### src/rtl/hub75_pkg.sv
// Shared types for the HUB75 BCM scanner: controller states and the bit-plane index.
package hub75_pkg;

  localparam int PLANES = 6;

  typedef logic [2:0] plane_t;

  localparam plane_t PLANE_TOP = plane_t'(PLANES - 1);

  typedef enum logic [2:0] {
    IDLE,
    PREFETCH,
    SHIFT,
    LATCH,
    DISPLAY,
    BLANK
  } state_t;

endpackage

### src/rtl/bcm_plane_timer.sv
// Display-time down counter: loads BASE_TICKS<<plane and flags the last on-time cycle.
module bcm_plane_timer
  import hub75_pkg::*;
#(
  parameter int BASE_TICKS = 8,
  parameter int CNT_W      = $clog2(BASE_TICKS << 5) + 1
) (
  input  logic   clk_root,
  input  logic   reset_n,
  input  logic   load,
  input  logic   run,
  input  plane_t plane,
  output logic   done
);

  logic [CNT_W-1:0] cnt;

  // Counts T..1 while running, so the display lasts exactly T cycles.
  always_ff @(posedge clk_root or negedge reset_n) begin
    if (!reset_n) begin
      cnt <= '0;
    end else if (load) begin
      cnt <= CNT_W'(BASE_TICKS) << plane;
    end else if (run && (cnt != '0)) begin
      cnt <= cnt - 1'b1;
    end
  end

  assign done = (cnt == CNT_W'(1));

endmodule

### src/rtl/hub75_bcm_scan.sv
// HUB75 panel driver using binary-code modulation, planes 5..0 per row.
// Optional macro BCM_DEADTIME_EN stretches the post-display blank to DEADTIME_CYCLES.
module hub75_bcm_scan
  import hub75_pkg::*;
#(
  parameter int PIXEL_WIDTH     = 64,
  parameter int ROWS            = 16,
  parameter int BASE_TICKS      = 8,
  parameter int DEADTIME_CYCLES = 4
) (
  input  logic                           clk_root,
  input  logic                           reset_n,
  input  logic                           enable,
  output logic                           rd_en,
  output logic [$clog2(PIXEL_WIDTH)-1:0] rd_col,
  output logic [$clog2(ROWS)-1:0]        rd_row,
  input  logic [5:0]                     red_top,
  input  logic [5:0]                     green_top,
  input  logic [5:0]                     blue_top,
  input  logic [5:0]                     red_bot,
  input  logic [5:0]                     green_bot,
  input  logic [5:0]                     blue_bot,
  output logic                           hub75_clk,
  output logic                           hub75_latch,
  output logic                           hub75_oe_n,
  output logic [2:0]                     hub75_rgb1,
  output logic [2:0]                     hub75_rgb2,
  output logic [$clog2(ROWS)-1:0]        hub75_addr,
  output logic                           frame_done
);

  localparam int COL_W = $clog2(PIXEL_WIDTH);
  localparam int ROW_W = $clog2(ROWS);

`ifdef BCM_DEADTIME_EN
  localparam int BLANK_CYCLES = DEADTIME_CYCLES;
`else
  // Single-cycle blank; DEADTIME_CYCLES has no effect in this build.
  localparam int BLANK_CYCLES = 1 + 0 * DEADTIME_CYCLES;
`endif

  localparam int BLK_W = (BLANK_CYCLES > 1) ? $clog2(BLANK_CYCLES) : 1;

  state_t           state, state_nxt;
  plane_t           plane, plane_nxt;
  logic [ROW_W-1:0] row, row_nxt;
  logic [COL_W-1:0] col, col_nxt;
  logic             ph, ph_nxt;
  logic [BLK_W-1:0] blank_cnt;
  logic             blank_last;
  logic             timer_done;

  logic             rd_en_nxt, clk_nxt, latch_nxt, oe_n_nxt, frame_nxt;
  logic [COL_W-1:0] rd_col_nxt;
  logic [ROW_W-1:0] rd_row_nxt, addr_nxt;

  bcm_plane_timer #(
    .BASE_TICKS(BASE_TICKS)
  ) u_timer (
    .clk_root(clk_root),
    .reset_n (reset_n),
    .load    (state == LATCH),
    .run     (state == DISPLAY),
    .plane   (plane),
    .done    (timer_done)
  );

  always_ff @(posedge clk_root or negedge reset_n) begin
    if (!reset_n) begin
      blank_cnt <= '0;
    end else if ((state == BLANK) && !blank_last) begin
      blank_cnt <= blank_cnt + 1'b1;
    end else begin
      blank_cnt <= '0;
    end
  end

  assign blank_last = (blank_cnt == BLK_W'(BLANK_CYCLES - 1));

  always_comb begin
    state_nxt  = state;
    plane_nxt  = plane;
    row_nxt    = row;
    col_nxt    = col;
    ph_nxt     = ph;
    rd_en_nxt  = 1'b0;
    rd_col_nxt = rd_col;
    rd_row_nxt = rd_row;
    clk_nxt    = 1'b0;
    latch_nxt  = 1'b0;
    oe_n_nxt   = 1'b1;
    addr_nxt   = hub75_addr;
    frame_nxt  = 1'b0;
    case (state)
      IDLE: begin
        if (enable) begin
          state_nxt  = PREFETCH;
          rd_en_nxt  = 1'b1;
          rd_col_nxt = '0;
          rd_row_nxt = row;
        end
      end
      PREFETCH: begin
        state_nxt = SHIFT;
        col_nxt   = '0;
        ph_nxt    = 1'b0;
      end
      SHIFT: begin
        if (!ph) begin
          ph_nxt  = 1'b1;
          clk_nxt = 1'b1;
          if (col != COL_W'(PIXEL_WIDTH - 1)) begin
            rd_en_nxt  = 1'b1;
            rd_col_nxt = col + 1'b1;
          end
        end else if (col == COL_W'(PIXEL_WIDTH - 1)) begin
          state_nxt = LATCH;
          latch_nxt = 1'b1;
          addr_nxt  = row;
        end else begin
          col_nxt = col + 1'b1;
          ph_nxt  = 1'b0;
        end
      end
      LATCH: begin
        state_nxt = DISPLAY;
        oe_n_nxt  = 1'b0;
      end
      DISPLAY: begin
        if (timer_done) begin
          state_nxt = BLANK;
        end else begin
          oe_n_nxt = 1'b0;
        end
      end
      BLANK: begin
        if (blank_last) begin
          if (plane != '0) begin
            plane_nxt = plane - 1'b1;
          end else begin
            plane_nxt = PLANE_TOP;
            row_nxt   = row + 1'b1;
            frame_nxt = (row == ROW_W'(ROWS - 1));
          end
          // enable is only honoured here, so a started plane always finishes.
          if (enable) begin
            state_nxt  = PREFETCH;
            rd_en_nxt  = 1'b1;
            rd_col_nxt = '0;
            rd_row_nxt = row_nxt;
          end else begin
            state_nxt = IDLE;
          end
        end
      end
      default: state_nxt = IDLE;
    endcase
  end

  always_ff @(posedge clk_root or negedge reset_n) begin
    if (!reset_n) begin
      state       <= IDLE;
      plane       <= PLANE_TOP;
      row         <= '0;
      col         <= '0;
      ph          <= 1'b0;
      rd_en       <= 1'b0;
      rd_col      <= '0;
      rd_row      <= '0;
      hub75_clk   <= 1'b0;
      hub75_latch <= 1'b0;
      hub75_oe_n  <= 1'b1;
      hub75_addr  <= '0;
      hub75_rgb1  <= '0;
      hub75_rgb2  <= '0;
      frame_done  <= 1'b0;
    end else begin
      state       <= state_nxt;
      plane       <= plane_nxt;
      row         <= row_nxt;
      col         <= col_nxt;
      ph          <= ph_nxt;
      rd_en       <= rd_en_nxt;
      rd_col      <= rd_col_nxt;
      rd_row      <= rd_row_nxt;
      hub75_clk   <= clk_nxt;
      hub75_latch <= latch_nxt;
      hub75_oe_n  <= oe_n_nxt;
      hub75_addr  <= addr_nxt;
      frame_done  <= frame_nxt;
      // Channel data is valid during ph0 (one cycle after its read strobe).
      if ((state == SHIFT) && !ph) begin
        hub75_rgb1 <= {red_top[plane], green_top[plane], blue_top[plane]};
        hub75_rgb2 <= {red_bot[plane], green_bot[plane], blue_bot[plane]};
      end
    end
  end

endmodule

### config.mk
export PLATFORM = sky130hd
export DESIGN_NAME = hub75_bcm_scan
export DESIGN_NICKNAME = d
export VERILOG_FILES = /design/src/rtl/hub75_pkg.sv /design/src/rtl/bcm_plane_timer.sv /design/src/rtl/hub75_bcm_scan.sv
export SDC_FILE = /design/constraint.sdc
export NUM_CORES = 1
export LEC_CHECK = 0
export CORE_MARGIN = 1
export CORE_UTILIZATION = 30
export DETAILED_ROUTE_END_ITERATION = 16
export PLACE_DENSITY = 0.62
export SLEW_MARGIN = 20
export SYNTH_ARGS = -nofsm -noshare
export SYNTH_HDL_FRONTEND = slang
export SYNTH_HIERARCHICAL = 1
export SYNTH_SLANG_ARGS = --single-unit
### constraint.sdc
create_clock -name clk_root -period 2.4 [get_ports clk_root]
set_clock_uncertainty 0.05 [all_clocks]
set_input_delay 0.72 -clock clk_root [delete_from_list [all_inputs] [get_ports clk_root]]
set_output_delay 0.72 -clock clk_root [all_outputs]
set_load 0.005 [all_outputs]
# Yosys cells after proc, flatten, opt, wreduce, memory -nomap -nowiden
# Cells that the tools add are included.
dict set report classes {
  n_addsub 5
  order_cmp 1
  n_eq_ne 18
  n_shift 1
  n_mux 53
  n_bitwise 1
  n_reduce_logical 17
}
# cell count
set ops {}
lappend ops {{6-bit 2-to-1 mux} 6}
lappend ops {{1-bit 2-to-1 mux} 22}
lappend ops {{1-bit binary-select mux with 3-bit select} 6}
lappend ops {{3-bit 2-to-1 mux} 6}
lappend ops {{9-bit 2-to-1 mux} 2}
lappend ops {{2-bit inequality test, second input constant} 9}
lappend ops {{3-bit case mux with 6 select lines} 1}
lappend ops {{6-bit case mux with 3 select lines} 1}
lappend ops {{4-bit 2-to-1 mux} 4}
lappend ops {{6-bit case mux with 2 select lines} 1}
lappend ops {{9-bit by 1-bit equality test with 1-bit output, second input constant} 1}
lappend ops {{9-bit nonzero test} 1}
lappend ops {{4-bit by 3-bit left shift with 9-bit output, first input constant} 1}
lappend ops {{9-bit by 1-bit subtractor with 9-bit output, second input constant} 1}
lappend ops {{4-bit case mux with 2 select lines} 1}
lappend ops {{4-bit AND reduction} 2}
lappend ops {{6-bit by 1-bit adder with 6-bit output, second input constant} 1}
lappend ops {{3-bit by 2-bit equality test with 1-bit output, second input constant} 2}
lappend ops {{3-bit equality test, second input constant} 2}
lappend ops {{6-bit equality test, second input constant} 1}
lappend ops {{6-bit inequality test, second input constant} 1}
lappend ops {{3-bit AND reduction} 2}
lappend ops {{2-bit nonzero test} 3}
lappend ops {{3-bit nonzero test} 2}
lappend ops {{14 further kinds} 17}
dict set report totals {
  register_bits 52
  out_inout_bits 25
}

# Longest topological paths before layout
# Gate-level depths: netlist (run 1).
dict set report logic_depth {
  ltp_word 5
  mapped_depth 8
  ltp_nobuf 7
}

# Modules after synthesis
# The synthesis (run 1) kept the hierarchy.
# module instances cells_per_inst area_per_inst_um2
set modules_own_cells {}
lappend modules_own_cells {hub75_bcm_scan 1 197 2218.4}
lappend modules_own_cells {bcm_plane_timer 1 68 651.9}

# Worst setup path before layout (run 1)
# Ideal clock, no wire load.
dict set report synth_timing {
  path_kind {register to register}
  startpoint {reg state[1]}
  endpoint {reg u_timer.cnt[3]}
  setup_ps 77
  t_arrival_ps 1909
  t_required_ps 2273
  slack_ps 364
  path_stages_with_launch 8
  n_path_buf 1
  period_less_slack_ps 2036
  path_cell_list {dfrtp_1 -> clkbuf_1 -> nand2b_1 -> nor2_1 -> or4b_4 -> a211oi_2 -> a211oi_1 -> a21oi_1}
}
dict set report synth_via {
  elab_chain_len 3
  elab_cells_between_ends 5
}
# item line
set synth_rtl {}
lappend synth_rtl {{start: declaration} hub75_bcm_scan.sv:44} ;# state_t state, state_nxt;
lappend synth_rtl {{start signal: assignment} hub75_bcm_scan.sv:178} ;# state <= state_nxt;
lappend synth_rtl {{3-bit equality test} hub75_bcm_scan.sv:63} ;# .run (state == DISPLAY),
lappend synth_rtl {{1-bit logical AND} bcm_plane_timer.sv:24} ;# end else if (run && (cnt != '0)) begin
lappend synth_rtl {{2-bit nonzero test (no line)} n/a}
lappend synth_rtl {{end signal: assignment} bcm_plane_timer.sv:23} ;# cnt <= CNT_W'(BASE_TICKS) << plane;
lappend synth_rtl {{end signal: assignment} bcm_plane_timer.sv:25} ;# cnt <= cnt - 1'b1;
lappend synth_rtl {{end: declaration} bcm_plane_timer.sv:16} ;# logic [CNT_W-1:0] cnt;
# Parallel ways exist; a longest one is shown, timed or not.
# A chain may end at the register's enable or synchronous reset.

# Final worst setup path (run 1)
dict set report layout_timing {
  startpoint {reg hub75_oe_n}
  endpoint {out hub75_oe_n}
}
# item line
set layout_lines {}
lappend layout_lines {{start: declaration} hub75_bcm_scan.sv:25} ;# output logic hub75_oe_n,
lappend layout_lines {{start signal: assignment} hub75_bcm_scan.sv:188} ;# hub75_oe_n <= oe_n_nxt;
# No word-level cell between the ends.

==> impl_metrics.json, run 1 <==
{
  "async_reset_ff_share_pct": 100,
  "grt_max_degree": 30,
  "cts_tree": "yes",
  "ys_types": 60,
  "crit_slowest_cell": "dfstp_2",
  "path_buf_inv": 1,
  "vdd_drop_max_mv": 0.359,
  "cts_root_buf": "clkbuf_8",
  "drt_pass1_iterations": 4,
  "crit_chain": "clkdlybuf4s50_1",
  "ant_nets": 0,
  "drv_slew": 0,
  "initial_core_util_pct": 31.1,
  "grt_usage_pct": 13.4,
  "clock_path_buffers": 2,
  "dp_slack_ns": 0.152,
  "hold_viol_final": 0,
  "status": "finished, final reports clean",
  "insertion_delay_ns": 0.31,
  "yosysTopAreaCell": "dfrtp_1",
  "netlist.area_leader.share_pct": 42.7,
  "drive_gt1_share_pct": 15.4,
  "crit_required_ns": 1.63,
  "seq_area_frac_synth_pct": 45.5,
  "io_pins": 64,
  "dieWidth_um": 99.8,
  "hpwlAfterDp_um": 4600,
  "syn-mean-instance-area_um2": 10.8,
  "cp_max_fo": 1,
  "grt-ovfl-total": 0,
  "worstMarginPinSlew_ns": 0.545,
  "hold_buffers": 0,
  "viasPerCell": 4.85,
  "setup_tns_ns": 0,
  "cts-buffers-inserted": 5,
  "ys.flop_type": "dfrtp_1",
  "via_count": 2234,
  "grt_pass1_vias": 2211,
  "die_area_um2": 9960,
  "wl_per_cell_um": 13.4,
  "antenna_found_initial": 0,
  "grt_pass1_wl_um": 10600,
  "die_y_um": 99.8,
  "wl_um": 6200,
  "power_density_nw_per_um2": 965,
  "fmaxAchievable_mhz": 481,
  "slew_headroom_pct": 63.6,
  "end_kind": "primary output",
  "drt_iter0_markers": 107,
  "synthesis.nets": 309,
  "yosys-top-cells-count": "49 x dfrtp_1, 28 x nor2_1, 16 x inv_1",
  "clock_sinks": 52,
  "cpLargestDelayFamily": "flip-flops",
  "post_cts_buffers": 0,
  "n_antenna_cell": 0,
  "core.rowCount": 35,
  "synth_edf_count": 0,
  "ys_warn_count": 6,
  "power_mw": 3.62,
  "yosys.cell_count.top_type": "dfrtp_1",
  "power.leakage_nw": 1.56,
  "clkTransAtPathRegs_ns": 0.10,
  "arrival_ns": 1.31,
  "maxCapViolCount": 0,
  "syn_to_final_growth_pct": 30.7,
  "start_kind": "flip-flop",
  "rsz0062_at_grt": "false",
  "netlist_instances": 265,
  "crit_type": "reg2out",
  "fin_crit_ns": 2.08,
  "gp_congestion": 0.735,
  "post-route-period-util_pct": 86.7,
  "drcViolationCount": 0,
  "syn-cell-area_um2": 2870,
  "htreeDepth": 2,
  "whs_ns": 0.221,
  "final_nets": 375,
  "ys_ff_latch": 52,
  "core_um2": 9240,
  "slowest_delay_ns": 0.53,
  "setup_viol": 0,
  "worst_slack_ns": 0.320,
  "min_path_type": "in2async",
  "cts_resized": 0,
  "synth.area.top_cells": "dfrtp_1 43%, mux2_2 5.1%, mux4_2 4.7%",
  "portBuffers": 63
}
-- path summary, 6_finish.rpt --
path	startpoint	endpoint	slack (ns)	cells past startpoint
worst max-delay path	hub75_oe_n	hub75_oe_n	0.32	1
worst min-delay path	reset_n	rd_col[2]	0.22	1
worst max register to register	state[2]	rd_col[5]	0.36	3
worst min register to register	rd_row[0]	rd_row[0]	0.45	2
max in group asynchronous	reset_n	plane[0]	1.52	2
min in group clk_root	rd_row[0]	rd_row[0]	0.45	2
-- per-stage QoR --
stage          utilization (%)  area, um^2  instances
3_5_place_dp              39.7        3660        453
2_1_floorplan                -        2870        265
5_1_grt                   40.6        3750        461
4_1_cts                   40.6        3750        461
6_report                  40.6        3750        461
3_3_place_gp              39.7        3660        453
-- routing by layer --
metal	wire length, um	part of all wire, %	vias up	track usage (%)
li1	-	-	1084	-
met1	2870	46	1096	17.8
met2	2980	48	48	22.1
met3	268	4.3	6	2.72
met4	83	1.3	0	4.07
met5	0	0	-	0
-- area by class of cell --
class | count | area (um^2)
Clock buffer | 6 | 72.6
Clock inverter | 2 | 13.8
Fill cell | 905 | 5490
Inverter | 16 | 60.1
Multi-Input combinational cell | 185 | 1440
Sequential cell | 52 | 1310
Tap cell | 129 | 161
Timing Repair Buffer | 71 | 698
-- cells by family (layout without fill, tap and decap cells) --
group / count (synthesis) / count (layout) / synth area share (%)
mux: 28 / 28 / 12.9
flops: 52 / 52 / 45.5
simple gates: 86 / 86 / 17.6
fa+ha+maj: 5 / 5 / 2.18
buf+inv: 28 / 95 / 4.36
other cells: 1 / 1 / 0.131
compound gates: 53 / 53 / 13.6
xor+xnor: 12 / 12 / 3.66
-- flip-flops by register name (all words and copies together), names as in the netlist, 4 cells and up --
name and count:
row 4, hub75_addr 4, u_timer/cnt 9, rd_col 6
rd_row 4, col 6
-- layout by cell type, fill, tap and decap left out, types with 2 or more instances in the layout --
cell type	count
a21oi_1	9
clkbuf_8	5
dfrtp_1	49
a41oi_1	3
xor2_1	6
nand3_1	8
nand2b_1	5
and3_1	2
nor3b_1	2
mux2_2	13
o21a_1	6
o21ai_0	8
nor4bb_1	2
o211ai_1	2
nor3_1	4
nor2_1	28
a211oi_1	3
o22ai_1	2
o221ai_1	7
o21ai_1	3
dfstp_2	3
buf_4	7
ha_1	5
inv_1	16
mux4_2	6
xnor2_1	6
clkdlybuf4s50_1	62
or4_1	2
and2_1	2
nand2_1	15
mux2i_1	9
-- power by group --
| part | leakage (nW) | switching (mW) | internal, mW |
|---|---|---|---|
| registers | 0.675 | 0.403 | 1.15 |
| clock network | 0.0456 | 0.294 | 0.209 |
| logic | 0.843 | 0.705 | 0.859 |
Power figures use the tool's default switching activity.
==> run 2: changes to the inputs <==
Settings changed: CAP_MARGIN set to 20, GPL_TIMING_DRIVEN set to 0, TNS_END_PERCENT set to 30.
==> run 2 against run 1 <==
  * Global-route usage decreased by 0.11 points
  * Clock power grew 25%
  * Routed wire length down 2.6%
  * Sequential power fell by 9.7%
  * Highest routed layer unchanged
  * Hold slack gained 0.15 ns
  * Largest cell class unchanged
  * Maximum frequency is 3.8% lower
==> impl_metrics.json, run 2 (synthesis results as in run 1) <==
{
  "portBuffers": 63,
  "antenna_found_initial": 0,
  "die_y_um": 99.8,
  "grt_pass1_wl_um": 10600,
  "gp_congestion": 0.766,
  "dp_cells": 457,
  "grt_usage_pct": 13.3,
  "hold_viol_final": 0,
  "via_count": 2207,
  "postLayoutCellArea_um2": 3780,
  "io_pins": 64,
  "drcViolationCount": 0,
  "syn_to_final_growth_pct": 31.8,
  "n_antenna_cell": 0,
  "cts_tree": "yes",
  "grt_pass1_vias": 2237,
  "clock_path_buffers": 2,
  "largest_register_ffs": 9,
  "slew_headroom_pct": 56.6,
  "wl_per_cell_um": 13.0,
  "worstMarginPinSlew_ns": 0.651,
  "top_regs": "u_timer/cnt: 9 flops, col: 6 flops, rd_col: 6 flops",
  "grt_use_met1_pct": 17.9,
  "dieWidth_um": 99.8,
  "wl_um": 6040,
  "worst_slack_ns": 0.238,
  "initial_core_util_pct": 31.1,
  "top_register": "u_timer/cnt",
  "grtUsageMet2_pct": 21.5,
  "final_common_cell": "clkdlybuf4s50_1",
  "layout.cells.most_common_list": "62 x clkdlybuf4s50_1, 49 x dfrtp_1, 27 x nor2_1, 16 x inv_1, 15 x nand2_1",
  "cts-buffers-inserted": 5,
  "hpwlAfterDp_um": 4440,
  "final_core_util_pct": 40.9,
  "status": "finished, final reports clean",
  "insertion_delay_ns": 0.31,
  "core_um2": 9240,
  "crit_type": "reg2reg",
  "fin_crit_ns": 2.16,
  "setup_tns_ns": 0,
  "final_nets": 379,
  "vdd_drop_max_mv": 0.468,
  "drt_iter0_markers": 144,
  "dpl-instance-area_um2": 3660,
  "start_kind": "flip-flop",
  "htreeDepth": 2,
  "final.fill_count": 915,
  "grt_max_degree": 53,
  "cts_root_buf": "clkbuf_8",
  "drv_slew": 0,
  "min_path_type": "in2async",
  "maxCapViolCount": 0,
  "ant_nets": 0,
  "end_kind": "flip-flop",
  "grt-ovfl-total": 0,
  "crit_required_ns": 2.53,
  "power_density_nw_per_um2": 997,
  "whs_ns": 0.375,
  "dp_slack_ns": 0.0471,
  "arrival_ns": 2.29,
  "fmaxAchievable_mhz": 462,
  "setup_viol": 0,
  "post-route-period-util_pct": 90.1,
  "drt_pass1_iterations": 4,
  "core.rowCount": 35,
  "viasPerCell": 4.75,
  "power_mw": 3.77,
  "cp_max_fo": 10,
  "clock_sinks": 52,
  "top_usage_layer": "met2",
  "power.leakage_nw": 1.57,
  "drive_gt1_share_pct": 15.5,
  "rsz0062_at_grt": "false",
  "die_area_um2": 9960,
  "globalRouteMet3Util_pct": 2.65,
  "layoutNonFillerInstCount": 465,
  "clkTransAtPathRegs_ns": 0.10
}
-- run 2: changes by cell type in the layout (fill, tap and decap cells not counted) --
cell / change
buf_1: +1
buf_12: -1
buf_2: +3
buf_4: -4
buf_6: +1
bufinv_16: +1
clkbuf_1: +3
inv_6: -1
inv_8: +1
nor2_1: -1
nor2_4: +1
-- run 2: cell type report --
type / count / area [um^2] / area share [%]
inverters: 16 / 60.1 / 1.59
flip-flops and latches: 52 / 1310 / 34.5
clock buffers: 5 / 68.8 / 1.82
clock inverters: 3 / 46.3 / 1.22
multi-input cells: 185 / 1450 / 38.3
plain buffers: 12 / 65.1 / 1.72
repair buffers: 63 / 628 / 16.6
well taps: 129 / 161 / 4.27
-- run 2: repair_timing --
item / in CTS / in global routing
gates resized for setup: 0 / 2
hold endpoints to repair: 0 / 0
setup endpoints to repair: 0 / 2
buffers inserted: 0 / 0
hold buffers: 0 / 0
-- run 2: power breakdown --
part / total (mW) / internal (mW) / switching (mW)
registers: 1.40 / 1.15 / 0.251
logic: 1.74 / 0.875 / 0.870
clock network: 0.627 / 0.317 / 0.310
-- run 2: worst paths after layout --
check	start	endpoint	slack [ns]	cells after the start
worst max-delay path	state[1]	u_timer/cnt[3]	0.24	6
worst min-delay path	reset_n	rd_col[4]	0.38	1
worst max register to register	state[1]	u_timer/cnt[3]	0.24	6
worst min register to register	rd_row[0]	rd_row[0]	0.44	2
max in group asynchronous	reset_n	state[2]	1.48	1
min in group clk_root	rd_row[0]	rd_row[0]	0.44	2
-- run 2: critical path, cell delays in order (launching register included) --
cell	delay, ns
dfrtp_1	0.39
clkbuf_1	0.20
nand2b_1	0.31
nor2_4	0.23
or4b_4	0.50
a211oi_1	0.29
a21oi_1	0.06
-- run 2: routing by layer --
layer,part of all wire (%),vias to the layer above
met2,47,54
met1,46,1047
met3,5.1,11
li1,-,1095
met4,1.8,0
met5,0,-
